**src/rtl/pulse_timer.sv**
```systemverilog
// pulse_timer: programmable period tick generator with periodic and one-shot
// modes. A period register P and counter Q (Q < P) produce a single-cycle
// Pulse every P enabled edges; Ticks counts emitted pulses modulo 256.
module pulse_timer #(
  parameter int WIDTH       = 26,
  parameter int DEFAULT_DIV = 50_000_000
) (
  input  logic             Clk,
  input  logic             Resetn,
  input  logic             En,
  input  logic             Mode,
  input  logic             Start,
  input  logic             Load,
  input  logic [WIDTH-1:0] Div,
  output logic             Pulse,
  output logic             Busy,
  output logic [WIDTH-1:0] Count,
  output logic [7:0]       Ticks
);

  localparam logic [WIDTH-1:0] DEF_PERIOD = DEFAULT_DIV[WIDTH-1:0];
  localparam logic [WIDTH-1:0] ONE        = {{(WIDTH-1){1'b0}}, 1'b1};
  localparam logic [WIDTH-1:0] ZERO       = {WIDTH{1'b0}};

  typedef enum logic [1:0] {
    FREE = 2'd0,
    IDLE = 2'd1,
    SHOT = 2'd2
  } state_t;

  state_t           state;
  logic [WIDTH-1:0] period;
  logic [WIDTH-1:0] q;
  logic             mode_q;
  logic             pulse_r;
  logic             busy_r;
  logic [7:0]       ticks_r;

  // High when the counter is at its last value and the next enabled edge wraps.
  logic last_s;
  assign last_s = (q == (period - ONE));

  // Timer FSM: reset, then Load, then Mode change, then counting, in that priority.
  always_ff @(posedge Clk) begin
    mode_q <= Mode;
    if (!Resetn) begin
      period  <= DEF_PERIOD;
      q       <= ZERO;
      pulse_r <= 1'b0;
      busy_r  <= 1'b0;
      ticks_r <= 8'd0;
      state   <= Mode ? IDLE : FREE;
    end else if (Load && (Div != ZERO)) begin
      // A zero divisor would break Q < P, so such a Load falls through as if absent.
      period  <= Div;
      q       <= ZERO;
      pulse_r <= 1'b0;
      busy_r  <= 1'b0;
      state   <= Mode ? IDLE : FREE;
    end else if (Mode != mode_q) begin
      q       <= ZERO;
      pulse_r <= 1'b0;
      busy_r  <= 1'b0;
      state   <= Mode ? IDLE : FREE;
    end else begin
      pulse_r <= 1'b0;
      if (En) begin
        case (state)
          FREE: begin
            if (last_s) begin
              q       <= ZERO;
              pulse_r <= 1'b1;
              ticks_r <= ticks_r + 8'd1;
            end else begin
              q <= q + ONE;
            end
          end
          IDLE: begin
            if (Start) begin
              q      <= ZERO;
              busy_r <= 1'b1;
              state  <= SHOT;
            end else begin
              q <= ZERO;
            end
          end
          SHOT: begin
            // Start is deliberately not examined here: no retrigger.
            if (last_s) begin
              q       <= ZERO;
              pulse_r <= 1'b1;
              ticks_r <= ticks_r + 8'd1;
              busy_r  <= 1'b0;
              state   <= IDLE;
            end else begin
              q <= q + ONE;
            end
          end
          default: begin
            q      <= ZERO;
            busy_r <= 1'b0;
            state  <= Mode ? IDLE : FREE;
          end
        endcase
      end else begin
        q <= q;
      end
    end
  end

  assign Pulse = pulse_r;
  assign Busy  = busy_r;
  assign Count = q;
  assign Ticks = ticks_r;

endmodule

```
**config.mk**
```make
export PLATFORM = sky130hd
export DESIGN_NAME = pulse_timer
export DESIGN_NICKNAME = d
export VERILOG_FILES = /design/src/rtl/pulse_timer.sv
export SDC_FILE = /design/constraint.sdc
export NUM_CORES = 1
export LEC_CHECK = 0
export CAP_MARGIN = 20
export CORE_MARGIN = 8
export CORE_UTILIZATION = 55
export DETAILED_ROUTE_END_ITERATION = 6
export PLACE_DENSITY = 0.83
export RECOVER_POWER = 50
export SLEW_MARGIN = 30
export SYNTH_ARGS = -nofsm -noshare
export SYNTH_HDL_FRONTEND = slang
export SYNTH_SLANG_ARGS = --single-unit
```
**constraint.sdc**
```tcl
create_clock -name Clk -period 5 [get_ports Clk]
set_input_delay 0.5 -clock Clk [delete_from_list [all_inputs] [get_ports Clk]]
set_output_delay 0.5 -clock Clk [all_outputs]
set_load 0.1 [all_outputs]
```
==> flow_summary_export.csv, run 1 <==
group,metric,value,unit
setup_path,cp_slowest_stage_delay,650,ps
die,die-area,10990,µm²
final_layout,layout.nets,631,
global_routing,grt_use_total,0.2163,
setup_path,cp_max_fo,25,
final_layout,fillers,693,
final_layout,n_antenna_cell,0,
global_routing,grt_pass1_wl,19930,µm
pwr,power_leakage,1.929,nW
sta,whs,479.9,ps
clock_network,post-cts-setup-buffer-count,0,
sta,fin_crit_sh,0.7287,
clock_network,root_buffer,"clkbuf_8",
placed_design,place.gp.congestion,0.8891,
die,die_h,104.8,µm
route,drt_iter0_drc,262,
clock_network,numCtsBuffers,9,
route,route.antenna.remaining_nets,0,
pwr,power_density,233.8,nW/µm²
setup_path,cp_top_family,"compound AO/OA/AOI/OAI gates",
final_layout,mostFrequentLayoutCells,"nand2_1 (93), dfxtp_1 (63), clkdlybuf4s50_1 (43)",
setup_path,end_kind,"flop",
synth,syn-num-nets,581,
final_layout,drive_above_1_share,0.06533,
flow_run,maxCapViolCount,1,
placed_design,place.port_buffers,67,
synth,syn_area,4342,µm²
global_routing,grt_max_degree,45,
global_routing,antenna_found_initial,0,
sta,hold_violations,0,
setup_path,critPathLaunchType,"flop",
final_layout,syn_to_final_growth,20.46,%
global_routing,overflow,0,
synth,ys_seq_elements,65,
die,coreArea,7687,µm²
placed_design,dp.cells,684,
worst_hold_path,holdCritPathClass,"reg2reg",
route,post-route-drc-count,0,
die,core.rowCount,32,
die,initial_core_util,0.5648,
setup_path,slowest_stage,"or4b_1",
sta,rsz0062_at_grt,"false",
clock_network,insertion_delay,350,ps
placed_design,dpl.hpwl,9011,µm
sta,report.final.slew_viol_count,28,
setup_path,critPathKind,"reg2reg",
sta,worst_pin_slew,1619,ps
clock_network,clock_sinks,65,
clock_network,cts-resized-gates,0,
synth,synthFlopType,"dfxtp_1",
synth,synth_cell_types,65,
outcome,violations,"max-capacitance violations, max-slew violations",
sta,slew_headroom,-0.07918,
sta,setup_viol,0,
setup_path,worstPathRequired,5190,ps
sta,finalCriticalPeriod,3643,ps
die,die_width,104.8,µm
clock_network,tritoncts,"yes",
clock_network,h-tree-depth,3,
synth,ys_async_sr_fraction,0,
setup_path,cp_num_buf_inv,2,
sta,finalClockSkew,9.267,ps
setup_path,crit_arrival,3840,ps
synth,synth_warnings,0,
pwr,max-vdd-ir-drop,0.1507,mV
global_routing,grt_pass1_vias,4045,
synth,synth_area_per_cell,7.996,µm²
clock_network,clk_path_buf_depth,2,
final_layout,post-route-util,0.6803,
die,ioPinCount,68,
route,dr_total_vias,4256,
sta,fmax,274.5,MHz
synth,yosysSeqAreaShare,0.3043,
clock_network,clkTransAtPathRegs,70,ps
synth,synthesis.instances,543,
setup_path,crit_top_cell,"a41oi_1",
route,wire_per_inst,17.29,µm
route,first_pass_iters,5,
setup_path,worstPathCellList,"inv_1 -> ha_1 -> or4b_1 -> nor4b_2 -> a41oi_1 -> a41oi_1 -> nand4_1 -> buf_4 -> o21ai_4 -> o211ai_1",
route,viasPerCell,6.089,
sta,setup_tns,0,ps
synth,synth_edf_count,2,
route,postRouteWirelength,12090,µm
final_layout,stdcell_count,699,
final_layout,final_common_cell,"nand2_1",
outcome,outcome,"complete, but fails checks",
clock_network,ctsHoldBuffers,0,
pwr,fin_total_pwr,0.001223,W
power breakdown:
part / leakage (nW) / switching [W] / internal, W
clock network: 0.114 / 0.000204 / 0.000299
logic: 1.28 / 0.0000845 / 0.0000745
registers: 0.536 / 0.0000252 / 0.000535
total: 1.93 / 0.000313 / 0.000909
registers in the layout, indices dropped and copies added (netlist names):
name    count
Count      26
period     26
Ticks       8
state       2
Busy        1
Pulse       1
mode_q      1
synthesized netlist by cell type, types with 9 or more instances:
cell type / number / area, µm²
inv_1: 11 / 41.29
xor2_1: 18 / 157.7
nand2b_1: 9 / 56.30
and3_1: 12 / 75.07
nand4_1: 20 / 125.1
clkbuf_1: 22 / 82.58
o211ai_1: 29 / 217.7
dfxtp_1: 63 / 1261
xnor2_1: 21 / 183.9
nor4_1: 14 / 87.58
nor3_1: 11 / 55.05
nor2b_1: 13 / 81.33
nand2_1: 93 / 349.1
nand3_1: 23 / 115.1
o21ai_1: 11 / 55.05
nor2_1: 33 / 123.9
mux2i_1: 28 / 280.3
path summary, 6_finish.rpt:
path | from | endpoint | slack, ps | cells past startpoint
setup / recovery | period[0]$_SDFFE_PN0P_ | Count[4]$_SDFFE_PP0P_ | 1360 | 10
hold / removal | Ticks[7]$_SDFFE_PN0P_ | Ticks[7]$_SDFFE_PN0P_ | 480 | 2
setup reg to reg | period[0]$_SDFFE_PN0P_ | Count[4]$_SDFFE_PP0P_ | 1360 | 10
hold reg to reg | Ticks[7]$_SDFFE_PN0P_ | Ticks[7]$_SDFFE_PN0P_ | 480 | 2
worst register-to-register path: cells and delay by family (launching register included):
family | cells | cell delay (ps)
flip-flops | 1 | 370
AND/OR/NAND/NOR | 3 | 1250
adder cells (fa/ha/maj) | 1 | 210
AO/OA/AOI/OAI | 4 | 1370
buffers and inverters | 2 | 300
cell families after synthesis:
logic type      after synthesis  share of synthesized area
buf+inv                      44                    0.04812
simple gates                273                     0.3363
compound gates               87                     0.1481
mux                          29                    0.06715
fa+ha+maj                     6                    0.01729
flops                        65                     0.3043
xor+xnor                     39                    0.07867
layout make-up:
| class | count | area [µm²] | area share |
|---|---|---|---|
| sequential | 65 | 1321 | 0.2526 |
| multi-input combinational | 434 | 2811 | 0.5376 |
| clock inverter | 1 | 30.03 | 0.005742 |
| clock buffer | 14 | 193.9 | 0.03708 |
| inverter | 11 | 41.29 | 0.007895 |
| timing repair buffer | 72 | 704.4 | 0.1347 |
| tap | 102 | 127.6 | 0.02440 |
per-stage QoR:
step                      area [µm²]  worst slack, ps
after floorplan                 4342             1885
after global placement          5014             1524
after detailed placement        5014             1468
after CTS                       5238             1424
after global routing            5230             1087
final                           5230             1357
per-layer routing:
metal | vias up | GRT usage | share of wire
met3 | 23 | 0.04115 | 0.060
met4 | 0 | 0.08257 | 0.023
li1 | 2066 | - | -
met2 | 147 | 0.3701 | 0.48
met5 | - | 0 | 0
met1 | 2020 | 0.2619 | 0.44
(Power assumes the default switching activity.)
==> inputs of run 2 (changes only) <==
==> constraint.sdc (replaced) <==
create_clock -name Clk -period 3.6 [get_ports Clk]
set_input_delay 0.36 -clock Clk [delete_from_list [all_inputs] [get_ports Clk]]
set_output_delay 0.36 -clock Clk [all_outputs]
set_load 0.1 [all_outputs]
==> run 2 against run 1 <==
Against the previous run: the flow now finishes without violations; die area did not move; sequential share of layout area barely moved; setup slack got worse by 1100 ps; total power rose by 33%; global-route usage rose by 0.19 points; critical path depth fell by 1; non-clock buffer count rose by 2; critical path type unchanged; critical endpoint is now state[0]$_DFFE_PP_.
==> flow_summary_export.csv, run 2 (synthesized netlist as in run 1, its figures left out) <==
group,metric,value,unit
outcome,outcome,"finished clean",
setup_path,worstPathCellList,"inv_1 -> ha_1 -> or4b_1 -> nor4b_4 -> a41oi_1 -> a41oi_1 -> and4_4 -> nand2_1 -> a31oi_1",
sta,hold_violations,0,
die,die-area,10990,µm²
pwr,power_leakage,1.930,nW
setup_path,rr_startpoint,"period[0]$_SDFFE_PN0P_",
die,die_h,104.8,µm
setup_path,critPathKind,"reg2reg",
global_routing,grt_use_total,0.2182,
sta,worst_slack,292.4,ps
clock_network,clk_path_buf_depth,2,
sta,report.final.slew_viol_count,0,
clock_network,root_buffer,"clkbuf_8",
setup_path,cp_max_fo,13,
route,route.antenna.remaining_nets,0,
final_layout,n_antenna_cell,0,
setup_path,r2r-end,"state[0]$_DFFE_PP_",
placed_design,place_ws,310.7,ps
setup_path,worstSetupStartpoint,"period[0]$_SDFFE_PN0P_",
clock_network,h-tree-depth,3,
sta,setup_tns,0,ps
placed_design,place.port_buffers,67,
die,ioPinCount,68,
global_routing,grt_pass1_wl,20240,µm
clock_network,tritoncts,"yes",
clock_network,post-cts-setup-buffer-count,0,
setup_path,crit_top_cell,"a41oi_1",
setup_path,r2r_setup_slack,290,ps
sta,finalClockSkew,7.682,ps
final_layout,mostFrequentLayoutCells,"nand2_1 (93), dfxtp_1 (63), clkdlybuf4s50_1 (43)",
global_routing,grt_pass1_vias,4081,
global_routing,antenna_found_initial,0,
final_layout,final_common_cell,"nand2_1",
setup_path,setup.worst_path.end,"state[0]$_DFFE_PP_",
route,postRouteWirelength,11840,µm
worst_hold_path,holdCritPathClass,"reg2reg",
clock_network,ctsHoldBuffers,0,
setup_path,cp_top_family,"simple AND/OR/NAND/NOR gates",
sta,finalCriticalPeriod,3308,ps
die,core.rowCount,32,
setup_path,end_kind,"flop",
sta,worst_pin_slew,990.4,ps
route,wire_per_inst,16.86,µm
route,first_pass_iters,5,
worst_hold_path,min-delay-start,"Ticks[7]$_SDFFE_PN0P_",
sta,slew_headroom,0.3377,
final_layout,drive_above_1_share,0.07167,
sta,rsz0062_at_grt,"false",
clock_network,clock_sinks,65,
global_routing,grt_max_degree,46,
route,drt_iter0_drc,280,
clock_network,clkTransAtPathRegs,70,ps
final_layout,syn_to_final_growth,20.37,%
placed_design,place.gp.congestion,0.9479,
sta,fmax,302.3,MHz
flow_run,maxCapViolCount,0,
global_routing,overflow,0,
setup_path,cp_num_cells,9,
clock_network,numCtsBuffers,9,
pwr,power_density,312.2,nW/µm²
setup_path,critPathLaunchType,"flop",
setup_path,cp_slowest_stage_delay,650,ps
clock_network,insertion_delay,360,ps
route,post-route-drc-count,0,
die,initial_core_util,0.5648,
final_layout,post-route-util,0.6799,
placed_design,dpl.hpwl,8894,µm
sta,setup_viol,0,
die,coreArea,7687,µm²
pwr,max-vdd-ir-drop,0.2351,mV
route,dr_total_vias,4229,
setup_path,crit_arrival,3340,ps
setup_path,worstPathRequired,3630,ps
sta,fin_crit_sh,0.9188,
route,viasPerCell,6.024,
setup_path,reg2reg_depth,9,
final_layout,layout.nets,633,
setup_path,slowest_stage,"or4b_1",
setup_path,cp_num_buf_inv,1,
die,die_width,104.8,µm
run 2: changes by cell type in the layout (fill, tap and decap cells not counted), sizes merged:
cell,previous run,this run
clkbuf,15,12
buf,4,6
clkinv,0,2
clkinvlp,0,1
inv,11,12
run 2: routing by layer:
metal / track usage / wire [µm] / vias up
met5: 0 / 0 / -
met4: 0.08665 / 199 / 0
met3: 0.05160 / 703 / 19
met2: 0.3593 / 5657 / 133
met1: 0.2684 / 5278 / 2006
li1: - / - / 2071
run 2: cell type report:
class | count | area, µm²
Tap cell | 102 | 127.6
Fill cell | 649 | 2461
Clock buffer | 11 | 141.4
Sequential cell | 65 | 1321
Clock inverter | 5 | 53.80
Inverter | 11 | 41.29
Multi-Input combinational cell | 434 | 2820
Timing Repair Buffer | 74 | 720.7
run 2: worst register-to-register path: stages, from the launching register on:
cell and delay [ps]:
dfxtp_1 370, inv_1 80, ha_1 200, or4b_1 650, nor4b_4 360, a41oi_1 170
a41oi_1 370, and4_4 400, nand2_1 100, a31oi_1 270
run 2: how the worst min path moves through the flow:
stage | end | slack, ps | depth (start not counted)
floorplan | mode_q$_DFF_P_ | 390 | 0
global placement | Ticks[7]$_SDFFE_PN0P_ | 460 | 2
detailed placement | Ticks[7]$_SDFFE_PN0P_ | 480 | 2
CTS | Ticks[7]$_SDFFE_PN0P_ | 500 | 2
global route | Ticks[7]$_SDFFE_PN0P_ | 520 | 2
finish | Ticks[7]$_SDFFE_PN0P_ | 500 | 2
run 2: where the power goes:
part | leakage, nW | total [W] | internal [W] | switching [W]
logic | 1.29 | 0.000223 | 0.000104 | 0.000119
clock network | 0.0996 | 0.000630 | 0.000337 | 0.000294
registers | 0.536 | 0.000779 | 0.000744 | 0.0000350
run 2: stage by stage:
| step | hold WS [ps] | cell area [µm²] | std cells | power, W |
|---|---|---|---|---|
| after floorplan | 387.7 | 4342 | 543 | 0.0009367 |
| after global placement | 457.2 | 5029 | 686 | 0.001007 |
| after detailed placement | 476.1 | 5029 | 686 | 0.001013 |
| after CTS | 500.0 | 5224 | 702 | 0.001631 |
| after global routing | 523.4 | 5226 | 702 | 0.001699 |
| final | 495.2 | 5226 | 702 | 0.001631 |
run 2: timing repair:
item,CTS,global route
hold endpoints to repair,0,0
setup endpoints to repair,0,7
gates resized for setup,0,1
==> inputs of run 3 (changes only) <==
--- a/config.mk
+++ b/config.mk
@@ -7,9 +7,9 @@
 export LEC_CHECK = 0
 export CAP_MARGIN = 20
 export CORE_MARGIN = 8
-export CORE_UTILIZATION = 55
+export CORE_UTILIZATION = 40
 export DETAILED_ROUTE_END_ITERATION = 6
-export PLACE_DENSITY = 0.83
+export PLACE_DENSITY = 0.64
 export RECOVER_POWER = 50
 export SLEW_MARGIN = 30
 export SYNTH_ARGS = -nofsm -noshare
==> run 3 against run 2 <==
Against the previous run: global-route usage decreased by 4.3 points; flip-flop and latch count is the same; first-iteration DRC count rose by 7.5%; non-clock buffer count rose by 4; setup slack worse by 57 ps; final area grew 2.7%; sequential share of layout area down 0.65 points; clock-buffer cell count is 1 lower; wire length up 6.1%; die area rose by 31%; register-to-register slack got worse by 60 ps; utilization is 18 points lower; largest power group is now the clock network.
==> flow_summary_export.csv, run 3 (synthesized netlist as in run 1, its figures left out) <==
group,metric,value,unit
clock_network,numCtsBuffers,9,
clock_network,insertion_delay,350,ps
clock_network,post-cts-setup-buffer-count,0,
die,core.rowCount,38,
clock_network,root_buffer,"clkbuf_8",
setup_path,cp_num_buf_inv,2,
clock_network,clk_path_buf_depth,2,
pwr,fin_total_pwr,0.001814,W
route,wl_met3,726,µm
global_routing,grt_use_total,0.1756,
setup_path,worstPathRequired,3820,ps
worst_hold_path,holdCritPathClass,"reg2reg",
route,viasPerCell,5.700,
global_routing,grt_pass1_wl,20870,µm
route,highest_layer,"met4",
setup_path,worstPathCellList,"inv_1 -> ha_1 -> or4b_1 -> nor4b_4 -> xnor2_1 -> a21boi_0 -> and4_1 -> nand4_1 -> o21ai_4 -> buf_4 -> o211ai_1",
pwr,power_leakage,1.979,nW
outcome,outcome,"finished clean",
sta,rsz0062_at_grt,"false",
final_layout,layout.nets,637,
die,die_h,120.2,µm
setup_path,cp_top_family,"simple AND/OR/NAND/NOR gates",
route,post-route-drc-count,0,
route,routed-wl-met2,6086,µm
setup_path,slowest_stage,"or4b_1",
pwr,p_clk_frac,0.446,
sta,fmax,297.2,MHz
flow_run,maxCapViolCount,0,
sta,hold_violations,0,
final_layout,n_antenna_cell,0,
die,die-area,14440,µm²
route,drt_iter0_drc,301,
route,route.antenna.remaining_nets,0,
setup_path,end_kind,"flop",
route,dr_total_vias,4241,
setup_path,crit_arrival,3590,ps
pwr,seqPwrFrac,0.427,
final_layout,syn_to_final_growth,23.57,%
clock_network,h-tree-depth,3,
placed_design,place.port_buffers,67,
clock_network,clock_sinks,65,
pwr,power_density,338.1,nW/µm²
pwr,pwr-share-comb,0.127,
final_layout,stdcell_count,744,
sta,setup_tns,0,ps
die,die_width,120.2,µm
pwr,p_int,0.001352,W
sta,slew_headroom,0.05054,
clock_network,ctsHoldBuffers,0,
sta,fin_crit_sh,0.9346,
route,met1Wirelength,5521,µm
final_layout,drive_above_1_share,0.07616,
sta,worst_pin_slew,1424,ps
placed_design,place.gp.congestion,0.9284,
setup_path,cp_slowest_stage_delay,660,ps
final_layout,final_common_cell,"nand2_1",
global_routing,antenna_found_initial,0,
sta,finalClockSkew,8.364,ps
route,first_pass_iters,4,
global_routing,overflow,0,
die,ioPinCount,68,
pwr,p_switching,0.0004617,W
die,initial_core_util,0.4058,
pwr,max-vdd-ir-drop,0.1672,mV
clock_network,clkTransAtPathRegs,80,ps
route,postRouteWirelength,12560,µm
setup_path,critPathKind,"reg2reg",
die,coreArea,10700,µm²
pwr,p_sw_frac,0.2545,
placed_design,dp.cells,728,
sta,setup_viol,0,
global_routing,grt_max_degree,46,
sta,report.final.slew_viol_count,0,
sta,finalCriticalPeriod,3365,ps
setup_path,critPathLaunchType,"flop",
setup_path,cp_max_fo,25,
clock_network,tritoncts,"yes",
global_routing,grt_pass1_vias,4059,
final_layout,mostFrequentLayoutCells,"nand2_1 (93), dfxtp_1 (63), clkdlybuf4s50_1 (42)",
route,wire_per_inst,16.88,µm
placed_design,dpl.hpwl,9545,µm
## run 3: path summary, 6_finish.rpt
check / start / end / slack [ps] / cells past startpoint
hold / removal: Ticks[7]$_SDFFE_PN0P_ / Ticks[7]$_SDFFE_PN0P_ / 480 / 2
setup / recovery: period[0]$_SDFFE_PN0P_ / Count[12]$_SDFFE_PP0P_ / 240 / 11
hold reg to reg: Ticks[7]$_SDFFE_PN0P_ / Ticks[7]$_SDFFE_PN0P_ / 480 / 2
setup reg to reg: period[0]$_SDFFE_PN0P_ / Count[12]$_SDFFE_PP0P_ / 240 / 11
## run 3: power by group through the flow
stage / Clock (W) / Combinational (W) / Sequential [W]
2_1_floorplan: 0 / 0.000156 / 0.000781
3_3_place_gp: 0 / 0.000226 / 0.000790
3_5_place_dp: 0 / 0.000228 / 0.000792
4_1_cts: 0.000822 / 0.000229 / 0.000774
5_1_grt: 0.000855 / 0.000255 / 0.000778
6_report: 0.000809 / 0.000230 / 0.000775
## run 3: timing repair
| item | in CTS | in global routing |
|---|---|---|
| gates resized for setup | 0 | 1 |
| hold endpoints to repair | 0 | 0 |
| setup endpoints to repair | 0 | 14 |
## run 3: area by class of cell
cell class | instances | area [µm²]
Sequential cell | 65 | 1321
Fill cell | 1052 | 5333
Tap cell | 140 | 175.2
Clock inverter | 6 | 112.6
Clock buffer | 10 | 148.9
Inverter | 11 | 41.29
Multi-Input combinational cell | 434 | 2820
Timing Repair Buffer | 78 | 745.7
## run 3: stage by stage
step             util  hold slack [ps]  setup slack [ps]  cell area [µm²]
3_5_place_dp   0.4773            465.2             262.0             5106
6_report       0.5015            479.3             235.4             5365
2_1_floorplan       -            387.7             485.3             4342
3_3_place_gp   0.4773            464.4             302.6             5106
5_1_grt        0.5015            516.1             29.30             5365
4_1_cts        0.5018            484.9             207.0             5368
## run 3: routing by layer
layer / up-vias / global-route usage
met4: 0 / 0.03981
met1: 2016 / 0.2168
met2: 115 / 0.2990
li1: 2086 / -
met5: - / 0
met3: 24 / 0.04709
## run 3: tightest hold or removal path: stages, from the launching register on
cell,delay (ps)
dfxtp_1,320
nand2_1,60
mux2i_1,60
